--- src/rtl/router_port_arbiter_if.sv ---
// Handshake bundle between the input-port buffers and the router port arbiter.
// The arbiter uses the slave modport; the requester/downstream side uses master.
interface router_port_arbiter_if #(
    parameter int NUM_REQ = 4,
    parameter int DATA_W  = 32
);
    localparam int IDX_W = $clog2(NUM_REQ);

    logic [NUM_REQ-1:0]             req_valid;
    logic [NUM_REQ-1:0][DATA_W-1:0] req_data;
    logic [NUM_REQ-1:0]             req_last;
    logic [NUM_REQ-1:0]             req_ready;
    logic                           out_valid;
    logic [DATA_W-1:0]              out_data;
    logic                           out_last;
    logic                           out_ready;
    logic [IDX_W-1:0]               grant_id;
    logic                           busy;

    modport slave (
        input  req_valid, req_data, req_last, out_ready,
        output req_ready, out_valid, out_data, out_last, grant_id, busy
    );

    modport master (
        output req_valid, req_data, req_last, out_ready,
        input  req_ready, out_valid, out_data, out_last, grant_id, busy
    );
endinterface

--- src/rtl/router_port_arbiter.sv ---
// Round-robin arbiter for one router output link with a single output register stage.
// Define ROUTER_ARB_PKT_LOCK_EN to hold the grant for a whole multi-flit packet.
module router_port_arbiter #(
    parameter int NUM_REQ = 4,
    parameter int DATA_W  = 32
) (
    input  logic                 clk,
    input  logic                 rst,
    router_port_arbiter_if.slave bus
);
    localparam int               IDX_W    = $clog2(NUM_REQ);
    localparam logic [IDX_W:0]   NREQ     = (IDX_W+1)'(NUM_REQ);
    localparam logic [IDX_W-1:0] LAST_IDX = IDX_W'(NUM_REQ - 1);

    typedef enum logic {IDLE, PKT} state_t;

    state_t           state, state_n;
    logic [IDX_W-1:0] ptr, ptr_n;
    logic [IDX_W-1:0] owner, owner_n;
    logic [IDX_W-1:0] winner, acc_idx;
    logic             slot_free, acc;

    function automatic logic [IDX_W-1:0] next_idx(input logic [IDX_W-1:0] i);
        return (i == LAST_IDX) ? '0 : i + 1'b1;
    endfunction

    assign slot_free = !bus.out_valid | bus.out_ready;

    // Scan from the far end back toward ptr so the nearest valid port wins last.
    always_comb begin
        logic [IDX_W:0] idx;
        winner = ptr;
        for (int k = NUM_REQ - 1; k >= 0; k--) begin
            idx = {1'b0, ptr} + (IDX_W+1)'(k);
            if (idx >= NREQ) idx = idx - NREQ;
            if (bus.req_valid[idx[IDX_W-1:0]]) winner = idx[IDX_W-1:0];
        end
    end

    always_comb begin
        state_n       = state;
        ptr_n         = ptr;
        owner_n       = owner;
        acc           = 1'b0;
        acc_idx       = winner;
        bus.req_ready = '0;
        case (state)
            IDLE: begin
                if (!rst && slot_free && |bus.req_valid) begin
                    bus.req_ready[winner] = 1'b1;
                    acc                   = 1'b1;
                    if (bus.req_last[winner]) begin
                        ptr_n = next_idx(winner);
                    end else begin
`ifdef ROUTER_ARB_PKT_LOCK_EN
                        state_n = PKT;
                        owner_n = winner;
`else
                        ptr_n = next_idx(winner);
`endif
                    end
                end
            end
            PKT: begin
                acc_idx = owner;
                if (!rst && slot_free && bus.req_valid[owner]) begin
                    bus.req_ready[owner] = 1'b1;
                    acc                  = 1'b1;
                    if (bus.req_last[owner]) begin
                        state_n = IDLE;
                        ptr_n   = next_idx(owner);
                    end
                end
            end
            default: state_n = IDLE;
        endcase
    end

    always_ff @(posedge clk or posedge rst) begin
        if (rst) begin
            state         <= IDLE;
            ptr           <= '0;
            owner         <= '0;
            bus.busy      <= 1'b0;
            bus.out_valid <= 1'b0;
            bus.out_data  <= '0;
            bus.out_last  <= 1'b0;
            bus.grant_id  <= '0;
        end else begin
            state    <= state_n;
            ptr      <= ptr_n;
            owner    <= owner_n;
            bus.busy <= (state_n == PKT);
            if (acc) begin
                bus.out_valid <= 1'b1;
                bus.out_data  <= bus.req_data[acc_idx];
                bus.out_last  <= bus.req_last[acc_idx];
                bus.grant_id  <= acc_idx;
            end else if (bus.out_ready) begin
                bus.out_valid <= 1'b0;
            end
        end
    end
endmodule

--- src/flat_wrapper.sv ---
// flat-port wrapper written by rule: the top's interface ports become plain ports
module router_port_arbiter_flat 
#(
    parameter int NUM_REQ = 4,
    parameter int DATA_W  = 32
)
  (clk, rst, bus_req_valid, bus_req_data, bus_req_last, bus_out_ready, bus_req_ready, bus_out_valid, bus_out_data, bus_out_last, bus_grant_id, bus_busy);
  router_port_arbiter_if #(.NUM_REQ(NUM_REQ), .DATA_W(DATA_W)) bus_i ();
  input  logic clk;
  input  logic rst;
  input wire logic [$bits(bus_i.req_valid)-1:0] bus_req_valid;
  input wire logic [$bits(bus_i.req_data)-1:0] bus_req_data;
  input wire logic [$bits(bus_i.req_last)-1:0] bus_req_last;
  input wire logic [$bits(bus_i.out_ready)-1:0] bus_out_ready;
  output wire logic [$bits(bus_i.req_ready)-1:0] bus_req_ready;
  output wire logic [$bits(bus_i.out_valid)-1:0] bus_out_valid;
  output wire logic [$bits(bus_i.out_data)-1:0] bus_out_data;
  output wire logic [$bits(bus_i.out_last)-1:0] bus_out_last;
  output wire logic [$bits(bus_i.grant_id)-1:0] bus_grant_id;
  output wire logic [$bits(bus_i.busy)-1:0] bus_busy;
  assign bus_i.req_valid = bus_req_valid;
  assign bus_i.req_data = bus_req_data;
  assign bus_i.req_last = bus_req_last;
  assign bus_i.out_ready = bus_out_ready;
  assign bus_req_ready = bus_i.req_ready;
  assign bus_out_valid = bus_i.out_valid;
  assign bus_out_data = bus_i.out_data;
  assign bus_out_last = bus_i.out_last;
  assign bus_grant_id = bus_i.grant_id;
  assign bus_busy = bus_i.busy;
  router_port_arbiter #(.NUM_REQ(NUM_REQ), .DATA_W(DATA_W)) u_core (.clk(clk), .rst(rst), .bus(bus_i));
endmodule
--- config.mk ---
export PLATFORM = sky130hd
export DESIGN_NAME = router_port_arbiter_flat
export DESIGN_NICKNAME = d
export VERILOG_FILES = /design/src/rtl/router_port_arbiter_if.sv /design/src/rtl/router_port_arbiter.sv /design/src/flat_wrapper.sv
export SDC_FILE = /design/constraint.sdc
export NUM_CORES = 1
export LEC_CHECK = 0
export ABC_AREA = 1
export BUFFER_PORTS_ARGS = -buffer_cell sky130_fd_sc_hd__buf_2
export CAP_MARGIN = 15
export CORE_MARGIN = 3
export CORE_UTILIZATION = 45
export DETAILED_ROUTE_END_ITERATION = 16
export PLACE_DENSITY = 0.82
export SLEW_MARGIN = 30
export SYNTH_ARGS = -nofsm -noshare
export SYNTH_HDL_FRONTEND = slang
export SYNTH_SLANG_ARGS = --single-unit
--- constraint.sdc ---
create_clock -name clk -period 3 [get_ports clk]
set_input_delay 0.45 -clock clk [delete_from_list [all_inputs] [get_ports clk]]
set_output_delay 0.45 -clock clk [all_outputs]
set_load 0.02 [all_outputs]
* Yosys cells after proc, flatten, opt, wreduce, memory -nomap -nowiden
Cells that the tools add are included.
** Storage, ports and cells
- Memory bits (writable) :: 0
- Memories kept :: 0
- ROM bits :: 0
- Bits in latches :: 0
- Word-level logic and storage cells :: 79
- Register bits after elaboration :: 39
** Cells by class
- Magnitude comparators :: 11
- $add $sub $neg :: 8
- Reduce and logical (&&, ||, !) cells :: 9
- Divide/modulo/power cells :: 0
- Equal/unequal tests :: 4
- Shifts and indexed selects :: 0
- Bitwise operators :: 2
- Multiplexer cells :: 39
- Multiply operators :: 0
** Operator list (count)
- $bmux W32 S2 :: 1
- $mux W32 :: 1
- $mux W2 :: 13
- $lt A2 B3 Y1 const B :: 6
- $mux W1 :: 14
- $bmux W1 S2 :: 5
- $ge A3 B3 Y1 const B :: 3
- $pmux W4 S2 :: 1
- $sub A2 B1 Y2 const B :: 4
- $add A2 B2 Y3 const B :: 2
- $logic_and A1 B1 Y1 :: 4
- $mux W4 :: 1
- $ne A2 B2 Y1 const B :: 2
- $pmux W2 S2 :: 1
- $reduce_or A4 Y1 :: 1
- $add A2 B1 Y3 const B :: 1
- $ge A2 B3 Y1 const B :: 1
- $reduce_and A3 Y1 :: 1
- $add A2 B1 Y2 const B :: 1
- $demux W1 S2 :: 1
- $eq A2 B2 Y1 const B :: 1
- $ge A2 B1 Y1 const B :: 1
- $logic_not A1 Y1 :: 2
- $ne A2 B1 Y1 const B :: 1
- 4 further kinds :: 4

* Longest topological paths before layout
- Depth in word-level cells :: 15
- Depth in mapped cells :: 17
- Gate-level depth less buffers :: 15

* Worst setup path after synthesis
OpenSTA, ideal clock, no wires.
- Path type :: input -> output
- From :: in rst
- To :: out bus_req_ready[0]
- Arrival :: 2534 ps
- Setup slack :: 16 ps
- Stages on the path :: 7
- Required time :: 2550 ps
- Path through :: inv_1 o21ai_0 a41oi_1 nand2_1 inv_1 nand3_1 o21ai_0
** On the way
- Cells in the longest elaborated chain, start to end :: 5
- Elaborated cells between the ends (all ways) :: 7
- Those cells by class :: mux: 3; reduce/logical: 4
** RTL lines
- start: declaration :: line flat_wrapper.sv:10 : input logic rst;
- $logic_not A1 Y1 (*) :: line router_port_arbiter.sv:49, router_port_arbiter.sv:66
- $logic_and A1 B1 Y1 (*) :: line router_port_arbiter.sv:49, router_port_arbiter.sv:66
- $logic_and A1 B1 Y1, on equally long branches :: line router_port_arbiter.sv:66, router_port_arbiter.sv:49
- $mux W1 or $mux W4 (tied branches) :: line router_port_arbiter.sv:66, router_port_arbiter.sv:49
- $pmux W4 S2 (*) :: line router_port_arbiter.sv:47 : case (state)
- end: declaration :: line flat_wrapper.sv:15 : output wire logic [$bits(bus_i.req_ready)-1:0] bus_req_ready;
Every way passes the cells marked *; elsewhere a longest branch is shown, timed or not.

* Worst setup path in the final report
- From :: reg u_core.ptr[0]
- To :: out bus_req_ready[0]
** On the way
- Cells in the longest elaborated chain, start to end :: 15
- Elaborated cells between the ends (all ways) :: 34
- Those cells by class :: add/sub: 7; order compare: 6; mux: 20; reduce/logical: 1
** RTL lines
- start: declaration :: line router_port_arbiter.sv:18 : logic [IDX_W-1:0] ptr, ptr_n;
- start signal: assignment :: line router_port_arbiter.sv:91 : ptr <= ptr_n;
- $add A2 B2 Y3 :: line router_port_arbiter.sv:34 : idx = {1'b0, ptr} + (IDX_W+1)'(k);
- $ge A3 B3 Y1 or $sub A2 B1 Y2 (tied branches) :: line router_port_arbiter.sv:35 : if (idx >= NREQ) idx = idx - NREQ;
- $mux W2 :: line router_port_arbiter.sv:35
- $bmux W1 S2 :: line router_port_arbiter.sv:36 : if (bus.req_valid[idx[IDX_W-1:0]]) winner = idx[IDX_W-1:0];
- $mux W1 (not written as such) :: line router_port_arbiter.sv:36
- $mux W2 (3 in series) :: line router_port_arbiter.sv:36
- $mux W2 (*) :: line router_port_arbiter.sv:36
- $lt A2 B3 Y1 (not written as such) or $ge A2 B1 Y1 (tied branches) :: line router_port_arbiter.sv:50 : bus.req_ready[winner] = 1'b1;
- $logic_and A1 B1 Y1 (not written as such) :: line router_port_arbiter.sv:50
- $mux W1 (not written as such) :: line router_port_arbiter.sv:50
- $demux W1 S2 (*)
- $mux W4 (*) :: line router_port_arbiter.sv:49 : if (!rst && slot_free && |bus.req_valid) begin
- $pmux W4 S2 (*) :: line router_port_arbiter.sv:47
Every way passes the cells marked *; elsewhere a longest branch is shown, timed or not. The select of a mux whose other input is x is not followed.

==> flow_summary.toml <==
[power_and_ir_drop]
p_leak_nw = 2.38
clkPwrFrac_pct = 7.0
p_sw_mw = 2.66
p_per_area_nw_per_um2 = 1170
combPwrFrac_pct = 72.7
p_seq_share_pct = 20.3
power_switching_share_pct = 56.8
internal-power_mw = 2.02
ir_drop_v = 0.000516

[die]
core_um2 = 6460
io_pins = 180
start_util_pct = 47.5
die_h_um = 88.6
die_area_um2 = 7840
rows = 29
die_w_um = 88.6

[synth]
seq_area_frac_synth_pct = 31.8
ys_ff_latch = 39
post_synth.cell_area_avg_um2 = 6.23
synth_nets = 632
ys_types = 25
synth_cells = 492
ys_warn_count = 0
syn_area_um2 = 3070

[sta]
min_period_over_period_pct = 94.2
drv_slew = 0
rsz0062_at_grt = "false"
slew_headroom_pct = 58.7
skew_ps = 8.88
finalSetupViolations = 0
hold_viol_final = 0
whs_ps = 346
setup_tns_ps = 0
fin_crit_ps = 2830
layout_setup_ws_ps = 174
max_freq_ghz = 0.354
worst_pin_slew_ps = 619

[setup_path]
cp.arrival_ps = 2380
reg2reg_from = "u_core.ptr[0]"
startpoint_type = "flop"
rr_worst_depth = 11
regToRegSetupSlack_ps = 570
cp_data_required_time_ps = 2550
crit_type = "reg2out"
crit_fanout = 34
endpoint_kind = "output pin"
r2r-end = "u_core.bus.out_data[1]"

[routing]
via_per_inst = 5.49
vias = 3994
postRouteAntennaNets = 0
drcViolationCount = 0
drt_iter0_drc = 247
drt_first_pass_iters = 5
wl_per_cell_um = 14.6
routed_wl_mm = 10.6

[clock_network]
clockRootBuffer = "clkbuf_8"
htreeDepth = 2
tritoncts = "done"
cts.reportedPaths.clkPinSlew_ps = 80
clock-sinks = 39
clock_path_buffers = 2
clkLatencyLatePin_ps = 290
cts_buffers = 5

[worst_hold_path]
min_path_type = "in2async"

[status]
status = "completed"

[global_route]
grt_pass1_vias = 3558
grt_overflow_total = 0
antenna_found_initial = 0
grt_pass1_wl_mm = 16.3
track_usage_pct = 26.5
grt_max_degree = 41

[final_layout]
finalNonFillerCells = 728
seq_area_um2 = 977
drive_above_1_share_pct = 32.4
multi_input_area_um2 = 1810
final_util_pct = 62.1
finalNetCount = 792
antenna_cells = 0
synthToLayoutAreaGrowth_pct = 30.7
nFillCells = 625

[placed_design]
gp_congestion = 0.948
dp_cells = 722
dp_hpwl_mm = 7.98
pre_cts_ws_ps = 464
portBuffers = 179

[run]
maxCapViolations = 0
-- Yosys cell counts --
| cell type | number | area [um2] |
|---|---|---|
| buf_6 | 3 | 33.8 |
| a41oi_1 | 1 | 8.76 |
| inv_1 | 11 | 41.3 |
| o21ai_1 | 1 | 5.00 |
| dfrtp_1 | 39 | 976 |
| o21ai_0 | 6 | 30.0 |
| nor2_1 | 4 | 15.0 |
| nand3_4 | 1 | 17.5 |
| buf_1 | 2 | 7.51 |
| nand4_1 | 19 | 119 |
| clkbuf_1 | 12 | 45.0 |
| ha_1 | 1 | 12.5 |
| inv_2 | 4 | 15.0 |
| nand2_1 | 206 | 773 |
| buf_4 | 6 | 45.0 |
| nand2_4 | 3 | 33.8 |
| buf_8 | 1 | 15.0 |
| a21oi_1 | 1 | 5.00 |
| nand3_1 | 150 | 751 |
| clkinv_1 | 1 | 3.75 |
| inv_4 | 1 | 6.26 |
| buf_2 | 14 | 70.1 |
| a21boi_0 | 1 | 7.51 |
| nor2_4 | 1 | 11.3 |
| nand2_2 | 3 | 18.8 |
-- layout by cell type (no fill, tap or decap), drive strengths merged --
cell | netlist | layout
a41oi | 1 | 1
ha | 1 | 1
nand2 | 212 | 212
nor2 | 5 | 5
clkinv | 1 | 2
a21oi | 1 | 1
nand3 | 151 | 151
clkbuf | 12 | 6
dfrtp | 39 | 39
buf | 26 | 191
o21ai | 7 | 7
inv | 16 | 15
nand4 | 19 | 19
a21boi | 1 | 1
-- logic make-up after synthesis --
| kind of cell | count (synthesis) | share of synthesized area, % |
|---|---|---|
| buf+inv | 55 | 9.22 |
| compound gates | 10 | 1.84 |
| fa+ha+maj | 1 | 0.408 |
| flops | 39 | 31.8 |
| simple gates | 387 | 56.7 |
-- repair_timing --
| action | in CTS | in global routing |
|---|---|---|
| gates resized for setup | 0 | 1 |
| setup buffers | 0 | 0 |
| hold buffers | 0 | 0 |
| setup endpoints to repair | 0 | 2 |
-- registers in the layout (all words and copies together), names as in the netlist --
name and cells:
u_core.bus.out_last 1, u_core.bus.out_data 32, u_core.bus.out_valid 1, u_core.bus.grant_id 2, u_core.ptr 2, u_core.bus.busy 1
-- routing by layer --
| layer | vias to the layer above | wire [um] | part of all wire [%] | track usage [%] |
|---|---|---|---|---|
| met3 | 33 | 1210 | 11 | 5.77 |
| met2 | 252 | 5130 | 48 | 47.9 |
| met5 | - | 0 | 0 | 0 |
| met1 | 1759 | 4040 | 38 | 30.8 |
| li1 | 1950 | - | - | - |
| met4 | 0 | 241 | 2.3 | 9.07 |
-- cell type report --
cell class                 count  area share (%)
timing repair buffer         191            24.6
multi-input combinational    398            45.2
clock buffer                   6            1.81
sequential                    39            24.4
tap                           77            2.40
inverter                      17            1.65
-- worst max-delay path, cell delays in order (launching register included) --
cell and delay [ps]:
dfrtp_2 500, inv_4 130, nand2_1 60, nand2_1 90
nand2_1 90, nand2_1 90, inv_2 40, nand2_2 90
nand2_2 70, nand2_4 70, buf_4 330, nand3_1 170
o21ai_0 180, buf_2 190
-- metrics by stage --
step / instance area (um2) / power (mW)
after global routing: 4010 / 5.14
after CTS: 4010 / 4.69
after floorplan: 3070 / 3.64
after detailed placement: 3940 / 4.35
final: 4010 / 4.68
after global placement: 3940 / 4.25
-- power groups by stage --
stage / Combinational (mW) / Sequential [mW] / Clock (mW)
floorplan: 2.43 / 1.21 / 0
global placement: 3.30 / 0.941 / 0
detailed placement: 3.40 / 0.950 / 0
CTS: 3.41 / 0.947 / 0.333
global route: 3.81 / 0.976 / 0.355
finish: 3.41 / 0.951 / 0.327
-- worst max path at each step --
stage | start | to | slack (ps) | cells after the start
after floorplan | rst | bus_req_ready[0] | 20 | 7
after CTS | u_core.ptr[0] | bus_req_ready[0] | 140 | 12
after global placement | bus_req_valid[3] | bus_req_ready[0] | 580 | 14
final | u_core.ptr[0] | bus_req_ready[0] | 170 | 13
after global routing | u_core.ptr[0] | bus_req_ready[0] | 20 | 13
after detailed placement | u_core.ptr[0] | bus_req_ready[0] | 460 | 13
(Power assumes the default switching activity.)
